## config.mk

```make
export PLATFORM = sky130hd
export DESIGN_NAME = instr_write_ctrl
export DESIGN_NICKNAME = d
export VERILOG_FILES = /design/src/rtl/instr_write_ctrl.sv
export SDC_FILE = /design/constraint.sdc
export NUM_CORES = 1
export LEC_CHECK = 0
export CAP_MARGIN = 20
export CORE_MARGIN = 4
export CORE_UTILIZATION = 48
export CTS_CLUSTER_DIAMETER = 80
export DETAILED_ROUTE_END_ITERATION = 10
export DONT_BUFFER_PORTS = 1
export PLACE_DENSITY = 0.71
export SYNTH_ARGS = -nofsm -noshare
export SYNTH_HDL_FRONTEND = slang
export SYNTH_SLANG_ARGS = --single-unit
```

## constraint.sdc

```tcl
create_clock -name clock -period 6.09 [get_ports clock]
set_clock_uncertainty 0.2 [all_clocks]
set_input_delay 0.9135 -clock clock [delete_from_list [all_inputs] [get_ports clock]]
set_output_delay 0.9135 -clock clock [all_outputs]
set_load 0.02 [all_outputs]
```

## src/rtl/instr_write_ctrl.sv

```systemverilog
// HPS-to-FIFO instruction write controller with frame status/count.
// Optional build macro INSTR_WRITE_CTRL_DROP_CNT_EN enables the dropped-request counter.
module instr_write_ctrl #(
    parameter int DATA_W = 32,
    parameter int CNT_W  = 16
) (
    input  logic              clock,
    input  logic              reset,
    input  logic              wrreg_in,
    input  logic [DATA_W-1:0] data_a_in,
    input  logic [DATA_W-1:0] data_b_in,
    input  logic              fifo_full_in,
    output logic              fifo_wr_en,
    output logic [DATA_W-1:0] fifo_data_a,
    output logic [DATA_W-1:0] fifo_data_b,
    output logic              wrfull_out,
    input  logic              screen_in,
    input  logic              reset_pulsecounter_in,
    output logic              screen_out,
    output logic [CNT_W-1:0]  frame_count,
    output logic [CNT_W-1:0]  drop_count
);

    localparam logic [1:0] IDLE  = 2'd0;
    localparam logic [1:0] WRITE = 2'd1;
    localparam logic [1:0] HOLD  = 2'd2;

    function automatic logic [CNT_W-1:0] sat_inc(input logic [CNT_W-1:0] v);
        return (&v) ? v : v + CNT_W'(1);
    endfunction

    logic [1:0]       state;
    logic             wrreg_p1;
    logic             wr_armed;
    logic             pcnt_p1;
    logic             wr_req;
    logic             pcnt_clr;
    logic             drop_evt;
    logic [CNT_W-1:0] frame_base;

    // A request only counts once wrreg_in has been seen low, so a level held through reset is ignored.
    assign wr_req     = wrreg_in & ~wrreg_p1 & wr_armed;
    assign pcnt_clr   = reset_pulsecounter_in & ~pcnt_p1;
    assign drop_evt   = (state == IDLE) & wr_req & fifo_full_in;
    assign frame_base = pcnt_clr ? '0 : frame_count;

    // Stage p1: edge registers, write FSM and captured operands
    always_ff @(posedge clock) begin
        if (reset) begin
            state       <= IDLE;
            fifo_wr_en  <= 1'b0;
            fifo_data_a <= '0;
            fifo_data_b <= '0;
            wrfull_out  <= 1'b0;
            wrreg_p1    <= 1'b0;
            wr_armed    <= ~wrreg_in;
            pcnt_p1     <= 1'b0;
        end else begin
            wrreg_p1   <= wrreg_in;
            pcnt_p1    <= reset_pulsecounter_in;
            wrfull_out <= fifo_full_in;
            fifo_wr_en <= 1'b0;
            if (!wrreg_in) begin
                wr_armed <= 1'b1;
            end
            case (state)
                IDLE: begin
                    if (wr_req) begin
                        if (!fifo_full_in) begin
                            fifo_data_a <= data_a_in;
                            fifo_data_b <= data_b_in;
                            state       <= WRITE;
                        end else begin
                            state <= HOLD;
                        end
                    end
                end
                WRITE: begin
                    // Full is not re-checked here; overflow protection lives downstream.
                    fifo_wr_en <= 1'b1;
                    state      <= HOLD;
                end
                HOLD: begin
                    if (!wrreg_in) begin
                        state <= IDLE;
                    end
                end
                default: state <= IDLE;
            endcase
        end
    end

    // Stage p1: frame status; a same-cycle clear is applied before the new frame is counted
    always_ff @(posedge clock) begin
        if (reset) begin
            screen_out  <= 1'b0;
            frame_count <= '0;
        end else if (screen_in) begin
            screen_out  <= 1'b1;
            frame_count <= sat_inc(frame_base);
        end else if (pcnt_clr) begin
            screen_out  <= 1'b0;
            frame_count <= '0;
        end
    end

`ifdef INSTR_WRITE_CTRL_DROP_CNT_EN
    logic [CNT_W-1:0] drop_p1;

    always_ff @(posedge clock) begin
        if (reset) begin
            drop_p1 <= '0;
        end else if (drop_evt) begin
            drop_p1 <= sat_inc(drop_p1);
        end
    end

    assign drop_count = drop_p1;
`else
    logic unused_drop;
    assign unused_drop = drop_evt;
    assign drop_count  = '0;
`endif

endmodule

```

# == Word level (Yosys, flattened, before mapping) ==
# Index checks and enable logic that the tools add are counted.
# op_classes
add_sub_neg,1
multipliers,0
div_mod_pow,0
magnitude_cmp,0
n_eq_ne,5
shift,0
mux,12
bitwise_logic,7
n_reduce_logical,5
# op_table
cell,count
two-way mux 16 bit,3
"adder 16 x 1 -> 16 bit, second input constant",1
AND reduction 16 bit,1
two-way mux 2 bit,3
"inequality test 2 bit, second input constant",3
case mux 2 bit (3 select lines),1
two-way mux 1 bit,5
NOT 1 bit,4
AND 1 bit,3
AND reduction 3 bit,1
"== test 2 x 1 -> 1 bit, second input constant",1
"== test 2 bit, second input constant",1
logical NOT 2 bit,1
AND reduction 2 bit,1
nonzero test 2 bit,1
# word_totals
regBits,88
latchBits,0
ram_bits,0
mem_bits_ro,0
in_bits,70
out_inout_bits,99
memories,0

# == Longest topological paths before layout ==
# depth
depth_word,6
mapped_depth,10
mapped_depth_nobuf,8

# == Worst setup path after synthesis ==
# OpenSTA, ideal clock, no wires.
# synth_path
path_type,input -> register
start,in reset_pulsecounter_in
end,reg frame_count[4]
setup_time_ns,0.060
t_arrival_ns,2.758
slack_ns,3.072
cell_stages,10
path_buffers,2
path_cell_list,nand2b_1 clkbuf_1 and2_1 ha_1 and3_1 nand4_1 o31a_1 buf_6 a311o_1 nand2_1
# synth_between
elab_chain_len,5
elab_cells_between_ends,6
# synth_lines
item,line_no,source
start: declaration,18,"input logic reset_pulsecounter_in,"
AND 1 bit *,43,assign pcnt_clr = reset_pulsecounter_in & ~pcnt_p1;
two-way mux 16 bit *,-,
adder 16 x 1 -> 16 bit / AND reduction 16 bit (equally long branches),29,return (&v) ? v : v + CNT_W'(1);
two-way mux 16 bit,29,
two-way mux 16 bit *,98,end else if (screen_in) begin
end signal: assignment,100,frame_count <= sat_inc(frame_base);
end: declaration,20,"output logic [CNT_W-1:0] frame_count,"
# Every way passes the cells marked *; elsewhere a longest branch is shown, timed or not.
# A chain may end at the register's enable or synchronous reset.

# == Final worst setup path ==
# layout_path
start,in reset_pulsecounter_in
end,reg frame_count[6]
# The elaborated chain is that of the path after synthesis.

==> impl_metrics.csv <==
group,metric,value,unit
routing,routed_via_density,5.30,
clock_tree,h-tree-depth,3,
routing,met1_length,3.04,mm
clock_tree,cts_setup_buffers,0,
critical_path,crit_type,"input pin to flop",
min_path,hp-class,"flop to flop",
sta,max_freq,0.315,GHz
clock_tree,clk_pin_slew,0.09,ns
critical_path,required,6.12,ns
sta,layout_setup_ws,2.92,ns
synthesis,synth_top_area_frac,0.506,
critical_path,r2r_slack,3.01,ns
layout,area_growth,4.90,%
routing,vias,2734,
clock_tree,cts_buffer_depth,2,
floorplanning,die-width,92.7,um
routing,met3WireLength,933,um
clock_tree,ctsHoldBuffers,0,
sta,fin_crit,3.17,ns
place,post_dp_cell_area,3410,um^2
layout,final_cell_mix,"nand2_1 (148), dfxtp_1 (87), a21oi_1 (74)",
min_path,min_path_cells,2,
floorplanning,core_area,6870,um^2
layout,antennaDiodeCount,0,
routing,drc,0,
critical_path,path_cells,"nand2b_1 > and2_1 > ha_1 > and3_1 > nand4_1 > o31a_1 > nand4_1 > mux2_2",
synthesis,async_flop_share,0,
synthesis,synth_edf_count,1,
sta,timing.final.crit_share,0.521,
sta,tns,0,ns
place,dp_hpwl,5.41,mm
sta,relSlewSlack,0.542,
global_routing,grt_pass1_wl,12.1,mm
floorplanning,die_area,8600,um^2
flow_run,maxCapViolCount,0,
floorplanning,rows,30,
routing,routedWlPerCell,15.0,um
critical_path,end_kind,"flop",
clock_tree,clock-sinks,88,
critical_path,reg2regPathDepth,8,
synthesis,ys.flop_type,"dfxtp_1",
power,power.leakage,1.22,nW
global_routing,antenna_found_initial,0,
sta,tightest_slew,0.687,ns
critical_path,cp_max_fo,20,
critical_path,startpoint_type,"input pin",
synthesis,synth_area_per_cell,8.03,um^2
synthesis,synth_area,3440,um^2
synthesis,synth_top_cell_by_area,"dfxtp_1",
routing,highest_layer,"met4",
critical_path,critPathArrivalTime,3.21,ns
critical_path,rr_endpoint,"frame_count[6]",
critical_path,timing.critical_path.mode_cell,"nand4_1",
synthesis,ys_types,40,
routing,wl_met2,3.63,mm
critical_path,slowest_stage,"nand2b_1",
routing,wl,7.72,mm
synthesis,ys_seq_area_frac,0.514,
clock_tree,root_buffer,"clkbuf_8",
critical_path,cp_slowest_stage_delay,0.47,ns
place,post-place-ws,2.59,ns
floorplanning,ios,169,
sta,slew_viol_final,0,
place,dpl.cell_count,499,
global_routing,grt_usage,0.174,
sta,rsz0062_at_grt,"false",
sta,hold_viol_final,0,
global_routing,overflow,0,
sta,final-setup-viol-count,0,
power,p_total,1.05,mW
layout,fin_cells,516,
clock_tree,cts_tree,"done",
place,gp_congestion,0.836,
synthesis,yosys_warnings,0,
clock_tree,clk_latency,0.34,ns
routing,dr.first_iter.drc_count,148,
synthesis,synth.area.top_cells,"dfxtp_1 (51%), nand2_1 (16%), a21oi_1 (11%), buf_4 (3.5%), clkbuf_1 (2.5%)",
clock_tree,cts_buffers,9,
layout,final_common_cell,"nand2_1",
floorplanning,initial_core_util,0.501,
layout,postLayoutCellArea,3610,um^2
min_path,hold_end,"fifo_wr_en",
routing,ant_nets,0,
critical_path,rr_startpoint,"pcnt_p1",
global_routing,grt_pass1_vias,2552,
place,io_buffers,0,
routing,drt_first_pass_iters,6,
power,ir_drop,0.140,mV
floorplanning,die_h,92.7,um
clock_tree,post_cts_resized,0,
layout,finalNetCount,486,
power,power.density,290,nW/um^2
global_routing,grt_max_degree,87,
synthesis,synthCells,429,
synthesis,ys_seq_elements,88,
run_status,status,"finished, final reports clean",
layout,drive_above_1_share,0.0571,
min_path,min-delay-start,"state[0]",
## synth_stat cells (2+ instances only)
| cell | count |
|---|---|
| a21oi_1 | 74 |
| xor2_1 | 2 |
| a211oi_1 | 2 |
| dfxtp_1 | 87 |
| nand3_1 | 3 |
| xnor2_1 | 4 |
| clkbuf_1 | 23 |
| nor2b_1 | 5 |
| nand2_1 | 148 |
| buf_4 | 16 |
| and3_1 | 3 |
| o211ai_1 | 2 |
| nand2b_1 | 3 |
| and2_1 | 3 |
| inv_1 | 2 |
| or3_1 | 4 |
| nor3_1 | 3 |
| a21o_1 | 3 |
| o2111ai_1 | 2 |
| nand4_1 | 7 |
| nor4b_2 | 2 |
| nor2_1 | 12 |
| nor3b_1 | 2 |
## worst max path at each step
stage / to / cells past startpoint / slack, ns / start
after global routing: frame_count[6] / 8 / 2.71 / reset_pulsecounter_in
after detailed placement: frame_count[6] / 8 / 2.59 / reset_pulsecounter_in
after CTS: frame_count[6] / 8 / 2.94 / reset_pulsecounter_in
after global placement: frame_count[6] / 8 / 2.64 / reset_pulsecounter_in
after floorplan: frame_count[4] / 10 / 3.07 / reset_pulsecounter_in
final: frame_count[6] / 8 / 2.92 / reset_pulsecounter_in
## metrics by stage
step / hold slack [ns] / utilization
after global placement: 0.260 / 0.496
after CTS: 0.285 / 0.522
after detailed placement: 0.277 / 0.496
after floorplan: 0.248 / -
final: 0.283 / 0.526
after global routing: 0.309 / 0.526
## registers in the layout (all words and copies together) (netlist names)
register	flops
fifo_data_a	32
fifo_data_b	32
fifo_wr_en	1
frame_count	16
pcnt_p1	1
screen_out	1
state	2
wr_armed	1
wrfull_out	1
wrreg_p1	1
## critical path, delay by kind of cell
family	cells	cell delay [ns]
AND/OR/NAND/NOR	5	1.24
AO/OA/AOI/OAI	1	0.47
multiplexers	1	0.33
adder cells (fa/ha/maj)	1	0.24
## routing by layer
metal	vias to the layer above	track usage
li1	1355	-
met1	1238	0.199
met2	131	0.287
met3	10	0.0731
met4	0	0.0708
met5	-	0
## where the power goes
part           switching [mW]  total, mW  internal, mW  leakage, nW
sequential             0.0348      0.630         0.596        0.716
combinational          0.0393     0.0578        0.0185        0.425
clock                   0.206      0.360         0.153       0.0839
## final cells by class
type / count / area [um^2]
fill: 653 / 3260
sequential: 88 / 1770
multi-input combinational: 312 / 1500
clock buffer: 10 / 128
tap: 96 / 120
clock inverter: 6 / 50.0
timing repair buffer: 2 / 35.0
inverter: 2 / 7.51
## kinds of logic after synthesis
logic type | count (synthesis) | share of synthesized area
muxes | 2 | 0.00617
DFF | 88 | 0.514
other | 1 | 0.00109
and+or+nand+nor | 197 | 0.247
AOI/OAI and AO/OA | 90 | 0.144
adders and majority gates | 1 | 0.00363
xor gates and xnor gates | 6 | 0.0153
buffers and inverters | 44 | 0.0679
(Power assumes the default switching activity.)
